==> src/rtl/vliw_pkg.sv <==
// Shared VLIW definitions: packet geometry, slot positions and loader states.
package vliw_pkg;

   localparam int SLOTS  = 10;
   localparam int SLOT_W = 32;
   localparam int PKT_W  = SLOTS * SLOT_W;
   localparam int DEPTH  = 1024;
   localparam int AW     = $clog2(DEPTH);

   // Slot positions inside a packet; slot 0 occupies the most significant word.
   localparam int SLOT_ADD0  = 0;
   localparam int SLOT_ADD1  = 1;
   localparam int SLOT_MUL   = 2;
   localparam int SLOT_FADD0 = 3;
   localparam int SLOT_FADD1 = 4;
   localparam int SLOT_FMUL  = 5;
   localparam int SLOT_LOGIC = 6;
   localparam int SLOT_LDR   = 7;
   localparam int SLOT_STR   = 8;
   localparam int SLOT_MOV   = 9;

   typedef enum logic [2:0] {
      ST_IDLE  = 3'd0,
      ST_LOAD  = 3'd1,
      ST_FLUSH = 3'd2,
      ST_DONE  = 3'd3,
      ST_ERR   = 3'd4
   } loader_state_e;

   // Most significant bit of a slot word within a packet.
   function automatic int slot_msb(input int slot);
      return PKT_W - 1 - SLOT_W * slot;
   endfunction

endpackage

==> src/rtl/packet_assembler.sv <==
// Collects slot words into a packet buffer. The outgoing packet is the buffer
// merged with the word being accepted, so a completing word is visible in the
// same cycle it is accepted. Slots never written stay zero (NOP).
module packet_assembler
   import vliw_pkg::*;
(
   input  logic              clk,
   input  logic              rst_n,
   input  logic              clr,
   input  logic              accept,
   input  logic [SLOT_W-1:0] data,
   input  logic              last,
   output logic              complete,
   output logic [PKT_W-1:0]  packet
);

   localparam int IW = $clog2(SLOTS);

   logic [IW-1:0]    idx_r;
   logic [PKT_W-1:0] buf_r;
   logic [PKT_W-1:0] merged_s;
   logic             complete_s;

   // Merge the incoming word into its slot and detect packet completion.
   always_comb begin
      merged_s   = buf_r;
      complete_s = 1'b0;
      if (accept) begin
         merged_s[slot_msb(int'(idx_r)) -: SLOT_W] = data;
         complete_s = (idx_r == IW'(SLOT_MOV)) || last;
      end else begin
         complete_s = 1'b0;
      end
   end

   // Slot index and buffer: clear on completion so the next word starts a fresh packet.
   always_ff @(posedge clk or negedge rst_n) begin
      if (!rst_n) begin
         idx_r <= '0;
         buf_r <= '0;
      end else if (clr) begin
         idx_r <= '0;
         buf_r <= '0;
      end else if (accept) begin
         if (complete_s) begin
            idx_r <= '0;
            buf_r <= '0;
         end else begin
            idx_r <= idx_r + IW'(1);
            buf_r <= merged_s;
         end
      end
   end

   assign complete = complete_s;
   assign packet   = merged_s;

endmodule

==> src/rtl/inst_packet_loader.sv <==
// Instruction-memory loader: streams slot words into packets and writes them
// to consecutive addresses from a programmable base, flagging overflow at the
// top of memory.
module inst_packet_loader
   import vliw_pkg::*;
#(
   parameter int SLOTS_P  = SLOTS,
   parameter int SLOT_W_P = SLOT_W,
   parameter int PKT_W_P  = PKT_W,
   parameter int DEPTH_P  = DEPTH,
   parameter int AW_P     = AW
)
(
   input  logic                clk,
   input  logic                rst_n,
   input  logic                start,
   input  logic [AW_P-1:0]     base_addr,
   input  logic                in_valid,
   input  logic [SLOT_W_P-1:0] in_data,
   input  logic                in_last,
   output logic                in_ready,
   output logic                wr_en,
   output logic [AW_P-1:0]     wr_addr,
   output logic [PKT_W_P-1:0]  wr_packet,
   output logic                busy,
   output logic                done,
   output logic                err,
   output logic [AW_P:0]       pkt_count
);

   localparam int CW = AW_P + 1;
   localparam logic [AW_P-1:0] TOP_ADDR = AW_P'(DEPTH_P - 1);

   loader_state_e state_r;
   loader_state_e state_n;

   logic [AW_P-1:0]    addr_r;
   logic [CW-1:0]      pkt_count_r;
   logic               wr_en_r;
   logic [AW_P-1:0]    wr_addr_r;
   logic [PKT_W_P-1:0] wr_packet_r;
   logic               in_ready_r;
   logic               busy_r;
   logic               done_r;
   logic               err_r;

   logic               start_ok_s;
   logic               accept_s;
   logic               last_acc_s;
   logic               complete_s;
   logic [PKT_W-1:0]   packet_s;

   packet_assembler u_asm (
      .clk      (clk),
      .rst_n    (rst_n),
      .clr      (start_ok_s),
      .accept   (accept_s),
      .data     (in_data),
      .last     (in_last),
      .complete (complete_s),
      .packet   (packet_s)
   );

   // Handshake qualification and start acceptance.
   always_comb begin
      accept_s   = in_valid && in_ready_r;
      last_acc_s = accept_s && in_last;
      start_ok_s = 1'b0;
      if ((state_r == ST_IDLE) || (state_r == ST_ERR)) begin
         start_ok_s = start;
      end else begin
         start_ok_s = 1'b0;
      end
   end

   // Next-state logic for the load sequence.
   always_comb begin
      state_n = state_r;
      case (state_r)
         ST_IDLE: begin
            if (start) state_n = ST_LOAD;
            else       state_n = ST_IDLE;
         end
         ST_LOAD: begin
            if (complete_s) begin
               if (last_acc_s)               state_n = ST_FLUSH;
               else if (addr_r == TOP_ADDR)  state_n = ST_ERR;
               else                          state_n = ST_LOAD;
            end else begin
               state_n = ST_LOAD;
            end
         end
         ST_FLUSH: state_n = ST_DONE;
         ST_DONE:  state_n = ST_IDLE;
         ST_ERR: begin
            if (start) state_n = ST_LOAD;
            else       state_n = ST_ERR;
         end
         default:  state_n = ST_IDLE;
      endcase
   end

   // State register and status outputs registered from the next state.
   always_ff @(posedge clk or negedge rst_n) begin
      if (!rst_n) begin
         state_r    <= ST_IDLE;
         in_ready_r <= 1'b0;
         busy_r     <= 1'b0;
         done_r     <= 1'b0;
      end else begin
         state_r    <= state_n;
         in_ready_r <= (state_n == ST_LOAD);
         busy_r     <= (state_n == ST_LOAD) || (state_n == ST_FLUSH);
         done_r     <= (state_n == ST_DONE);
      end
   end

   // Address counter, packet count, write port and sticky error flag.
   always_ff @(posedge clk or negedge rst_n) begin
      if (!rst_n) begin
         addr_r      <= '0;
         pkt_count_r <= '0;
         wr_en_r     <= 1'b0;
         wr_addr_r   <= '0;
         wr_packet_r <= '0;
         err_r       <= 1'b0;
      end else begin
         wr_en_r <= 1'b0;
         if (start_ok_s) begin
            addr_r      <= base_addr;
            pkt_count_r <= '0;
            err_r       <= 1'b0;
         end else begin
            if (complete_s) begin
               wr_en_r     <= 1'b1;
               wr_addr_r   <= addr_r;
               wr_packet_r <= packet_s;
               pkt_count_r <= pkt_count_r + CW'(1);
               // The address saturates at the top of memory instead of wrapping.
               if (addr_r != TOP_ADDR) addr_r <= addr_r + AW_P'(1);
            end
            if (state_n == ST_ERR) err_r <= 1'b1;
         end
      end
   end

   assign in_ready  = in_ready_r;
   assign wr_en     = wr_en_r;
   assign wr_addr   = wr_addr_r;
   assign wr_packet = wr_packet_r;
   assign busy      = busy_r;
   assign done      = done_r;
   assign err       = err_r;
   assign pkt_count = pkt_count_r;

endmodule

==> config.mk <==
export PLATFORM = sky130hd
export DESIGN_NAME = inst_packet_loader
export DESIGN_NICKNAME = d
export VERILOG_FILES = /design/src/rtl/vliw_pkg.sv /design/src/rtl/packet_assembler.sv /design/src/rtl/inst_packet_loader.sv
export SDC_FILE = /design/constraint.sdc
export NUM_CORES = 1
export LEC_CHECK = 0
export CAP_MARGIN = 10
export CORE_AREA = 2 2 207 290
export CTS_CLUSTER_DIAMETER = 60
export DETAILED_ROUTE_END_ITERATION = 8
export DIE_AREA = 0 0 209 292
export GPL_ROUTABILITY_DRIVEN = 1
export PLACE_DENSITY = 0.87
export SLEW_MARGIN = 10
export SYNTH_ARGS = -nofsm -noshare
export SYNTH_HDL_FRONTEND = slang
export SYNTH_SLANG_ARGS = --single-unit
==> constraint.sdc <==
create_clock -name clk -period 2.2 [get_ports clk]
set_input_delay 0.44 -clock clk [delete_from_list [all_inputs] [get_ports clk]]
set_output_delay 0.44 -clock clk [all_outputs]
set_load 0.1 [all_outputs]
# Yosys cells after proc, flatten, opt, wreduce, memory -nomap -nowiden
# Index checks and enable logic that the tools add are counted.
# Widths: inputs -> output; s select.
dict set report op_classes {
  addsub 5
  n_eq_ne 10
  shift 2
  mux 25
  n_bitwise 1
  reduce_logical 12
}
# cell n
set op_table {}
lappend op_table {{$mux 320} 4}
lappend op_table {{$shift 32x33->351 const A} 1}
lappend op_table {{$shiftx 32x33->351} 1}
lappend op_table {{$bwmux 320} 1}
lappend op_table {{$neg 32->33} 1}
lappend op_table {{$mux 10} 3}
lappend op_table {{$mux 11} 2}
lappend op_table {{$mux 3} 4}
lappend op_table {{$mux 4} 3}
lappend op_table {{$pmux 3 s4} 1}
lappend op_table {{$add 11x1->11 const B} 1}
lappend op_table {{$add 10x1->10 const B} 1}
lappend op_table {{$eq 10x10->1 const B} 1}
lappend op_table {{$ne 10x10->1 const B} 1}
lappend op_table {{$sub 9x9->10 const A} 1}
lappend op_table {{$eq 3x2->1 const B} 3}
lappend op_table {{$reduce_bool 2->1} 4}
lappend op_table {{$mux 1} 7}
lappend op_table {{$eq 3x1->1 const B} 2}
lappend op_table {{$eq 3x3->1 const B} 2}
lappend op_table {{$add 4x1->4 const B} 1}
lappend op_table {{$eq 4x4->1 const B} 1}
lappend op_table {{$reduce_and 2->1} 2}
lappend op_table {{$logic_not 3->1} 1}
lappend op_table {{3 further kinds} 6}
dict set report totals {
  ff_bits 683
  in_bits 47
  out_inout_bits 346
  wordCells 67
}

# Logic depth before layout (Yosys ltp)
dict set report logic_depth {
  word_depth 8
  depth_mapped 12
  depth_no_buf 7
}

# Modules after synthesis
# Synthesis repeated with hierarchy kept, for this count alone.
dict set report hier_totals {
  hier_cells 2225
  area_unflattened_um2 31053.5
}
# mod instances cells_per_inst area_each_um2 seq_area_each_um2
set modules_own_cells {}
lappend modules_own_cells {packet_assembler 1 1376 15946.5 8107.8}
lappend modules_own_cells {inst_packet_loader 1 849 15107.0 8983.6}

# Worst setup path after synthesis
# OpenSTA, ideal clock, no wires.
dict set report synth_path {
  path_type {flip-flop to flip-flop}
  start {register in_ready_r (netlist: in_ready)}
  end {register u_asm.buf_r[139]}
  setup_time_ps 121
  arrival_time_ps 2526
  required_time_ps 2079
  path_slack_ps -447
  path_stages_with_launch 7
  path_buffers 2
  synth_period_minus_slack_ps 2647
  path_cell_list {dfrtp_1 nand2_1 buf_4 a21oi_1 nor3_1 buf_2 a22o_1}
}
dict set report synth_between {
  elab_chain_len 5
  elab_cells_between_ends 7
  classes_between {mux: 5; reduce/logical: 2}
}
# element line
set synth_rtl {}
lappend synth_rtl {{from (decl)} inst_packet_loader.sv:42} ;# logic in_ready_r;
lappend synth_rtl {{from (signal assigned)} inst_packet_loader.sv:112} ;# in_ready_r <= (state_n == ST_LOAD);
lappend synth_rtl {{$logic_and 1x1->1 *} inst_packet_loader.sv:66} ;# accept_s = in_valid && in_ready_r;
lappend synth_rtl {{$mux 320 or $mux 1 (tied branches)} packet_assembler.sv:28} ;# if (accept) begin
lappend synth_rtl {{$mux 320} packet_assembler.sv:45} ;# if (complete_s) begin
lappend synth_rtl {{$mux 320} packet_assembler.sv:44} ;# end else if (accept) begin
lappend synth_rtl {{$mux 320} packet_assembler.sv:41} ;# end else if (clr) begin
lappend synth_rtl {{to (signal assigned)} packet_assembler.sv:50} ;# buf_r <= merged_s;
lappend synth_rtl {{to (decl)} packet_assembler.sv:20} ;# logic [PKT_W-1:0] buf_r;
# Every way passes the cells marked *; elsewhere a longest branch is shown, timed or not. The select of a mux whose other input is x is not followed.
# A chain may end at the register's enable or synchronous reset.

# Worst setup path in the final report
dict set report layout_path {
  start {register u_asm.idx_r[1]}
  end {register wr_packet_r[166] (netlist: wr_packet[166])}
}
dict set report layout_between {
  elab_chain_len 5
  elab_cells_between_ends 10
  classes_between {add/sub: 2; eq/ne: 1; shift: 2; mux: 3; reduce/logical: 2}
}
# element line
set layout_rtl {}
lappend layout_rtl {{from (decl)} packet_assembler.sv:19} ;# logic [IW-1:0] idx_r;
lappend layout_rtl {{from (signal assigned)} packet_assembler.sv:49} ;# idx_r <= idx_r + IW'(1);
lappend layout_rtl {{$sub 9x9->10} vliw_pkg.sv:32} ;# return PKT_W - 1 - SLOT_W * slot;
lappend layout_rtl {{$neg 32->33} packet_assembler.sv:29} ;# merged_s[slot_msb(int'(idx_r)) -: SLOT_W] = data;
lappend layout_rtl {{$shiftx 32x33->351 or $shift 32x33->351 (tied branches)} packet_assembler.sv:29}
lappend layout_rtl {{$bwmux 320} packet_assembler.sv:29}
lappend layout_rtl {{$mux 320} packet_assembler.sv:28}
lappend layout_rtl {{to (signal assigned)} inst_packet_loader.sv:137} ;# wr_packet_r <= packet_s;
lappend layout_rtl {{to (decl)} inst_packet_loader.sv:41} ;# logic [PKT_W_P-1:0] wr_packet_r;
# Parallel ways exist; a longest one is shown, timed or not.

==> metrics <==
Area growth syn-to-layout 28.3%; RSZ-0062 raised after global routing yes; die height 292 µm; Arr. time, crit path 2.79 ns; total of warnings raised by yosys 0; antenna-violating nets left 0; GP Congestion 0.917; post-DR wirelength/cell 24.9 µm; violated checks setup timing; switching power of the nets 32100 µW; DR vias 25200; PortBufs 392; max-cap violation count 0; Critical Path Max Stage Delay 0.40 ns; CP Max Fanout 24; critical path's top delay family buffers and inverters; nets@finish 3219; Initial Utilization 49.5%; slew of the pin with the lowest slew margin 0.851 ns; Slew headroom 43.1%; # H-tree levels 2; Overall Global Routing Usage 30.9%; Worst Path Required 2.75 ns; die area 61000 µm²; DR pass1 iterations 6; outcome finished with violations; Int Power 28900 µW; top-area cell type share of the netlist area 59.0%; EDFF count, synth 0; Core Region 58500 µm²; Worst VDD drop 2.19 mV; final hold slack 0.293 ns; PnR worst setup slack -0.0406 ns; Clock transition at path regs 0.07 ns; critical path class register to register; Mapped Area 29000 µm²; largest net degree at the start of global routing 79; clk_lat worst skew 0.64 ns; Flop pwr share 29.5%; Crit-path slowest cell and2_1; Finished Layout Cells 3968; Setup crit end kind register; Pins Over Slew Limit 0; Yosys reg bits 683; most area-hungry cell type in the Yosys netlist dfrtp_1; TritonCTS clock tree yes; Worst Setup SP u_asm.idx_r[1]; final critical-path share of the clock period 102%; vias per cell 6.36; layout cells sized above 1 23.3%; initial antenna violation count 0; first-pass GRT wire length 147000 µm; Syn Nets 2810; CTS sink count 683; final hold viol count 0; most common cell in the netlist dfrtp_1; Distinct cells, synth 60; Initial DRC Count 2797; Power Dens Cells 1640 nW/µm²; Avg Cell Area, Syn 10.5 µm²; Place WS -0.291 ns; GR Overflow Total 0; Commonest cells post-synth dfrtp_1 (683), nand2_1 (417), a21oi_1 (321), nor2_1 (247), a22o_1 (212); endpoints failing setup 3; num rows 105; Top FF cell, synth dfrtp_1; Tot Pwr 61000 µW; Max Freq 0.446 GHz; Tmin final 2.24 ns; num ports 393; Clock Tree Root clkbuf_16; dpl cells 3834; total CTS buffers 61; clock skew 0.0195 ns; die width 209 µm; synth top area cells dfrtp_1 (59%), a22o_1 (6.4%), a21oi_1 (5.5%); crit path cell chain inv_2, ha_4, buf_4, buf_4, and2_1, a21oi_1, a21oi_1; CP Launch Type register; Post-route DRC 0; Cells after Synth 2757; Detail Placement HPWL 63200 µm; R2R Setup Slk -0.04 ns; final WL 98900 µm; switching part of the total 52.7%; leakage dissipation 0.0168 µW; clk buf depth 3; Seq/Total Area, Yosys 59.0%; vias in the first global route 24600; combinational power share 51.1%; Worst R2R Start u_asm.idx_r[1]; buffers and inverters on the worst path 3; async set-reset flop share out of synthesis 100%; clock power share 19.4%; Hold Path Class input pin to asynchronous set/reset pin
worst paths after layout:
check | end | cells past startpoint
min in group clk | addr_r[6] | 3
worst min register to register | wr_packet[67] | 2
worst max register to register | wr_packet[166] | 7
worst min-delay path | wr_packet[59] | 2
max in group asynchronous | wr_packet[275] | 4
worst max-delay path | wr_packet[166] | 7
routing by layer:
metal  vias up  share of wire (%)  track usage (%)
li1      10600                  -                -
met2      1663                 47             49.1
met4         0                6.4             18.0
met1     12600                 37             39.1
met3       373                9.5             6.61
met5         -                  0                0
power groups by stage:
stage | Combinational [µW] | Sequential (µW) | Clock (µW)
finish | 31200 | 18000 | 11800
global route | 32200 | 18100 | 12400
CTS | 30800 | 17800 | 11900
detailed placement | 30600 | 18000 | 0
global placement | 30200 | 17900 | 0
floorplan | 5890 | 33900 | 0
stage by stage:
stage	TNS, ns	instance area [µm²]	util (%)
CTS	0	36700	62.8
finish	-0.0674	37100	63.5
global route	-4.54	37100	63.5
global placement	-82.01	34400	58.9
detailed placement	-110.31	34400	58.9
floorplan	-0.237	29000	-
cells in the final DEF (no fill, tap or decap), drive strengths merged, types with 8 or more instances in the layout:
master,instances
clkinv,12
nand2,417
a31oi,91
buf,580
clkdlybuf4s50,45
and2,9
o21ai,108
bufinv,11
a211oi,8
a21oi,321
inv,13
mux2i,93
nor2,248
o211ai,15
dfrtp,683
nand3,26
nor2b,26
or3,8
nand2b,9
nor3,12
a32o,109
clkbuf,91
a22o,212
logic make-up after synthesis:
group / count (synthesis) / share of synthesized area (%)
AO/OA/AOI/OAI: 880 / 20.8
AND/OR/NAND/NOR: 792 / 11.6
flip-flops: 683 / 59.0
buffers and inverters: 297 / 4.94
multiplexers: 93 / 3.21
XOR/XNOR: 6 / 0.181
adder cells (fa/ha/maj): 6 / 0.259
timing repair:
action,4_1_cts,5_1_grt
gates resized for setup,6,41
pin swaps,1,21
hold buffers,1,0
endpoints found under the setup margin,86,450
hold endpoints to repair,31,0
gates cloned,1,9
setup buffers,2,6
sequential cells by signal, indices dropped and copies added (netlist names):
name / flops
u_asm.buf_r: 320
state_r: 3
err: 1
busy: 1
u_asm.idx_r: 4
in_ready: 1
wr_addr: 10
wr_en: 1
wr_packet: 320
done: 1
addr_r: 10
pkt_count: 11
layout make-up:
cell class / instances / area [µm²]
clock inverter: 33 / 489
inverter: 8 / 46.3
timing repair buffer: 635 / 6100
tap: 749 / 937
clock buffer: 82 / 1730
fill: 4259 / 21300
sequential: 683 / 17100
antenna: 1 / 2.50
multi-input combinational: 1777 / 10800
(Power assumes the default switching activity.)
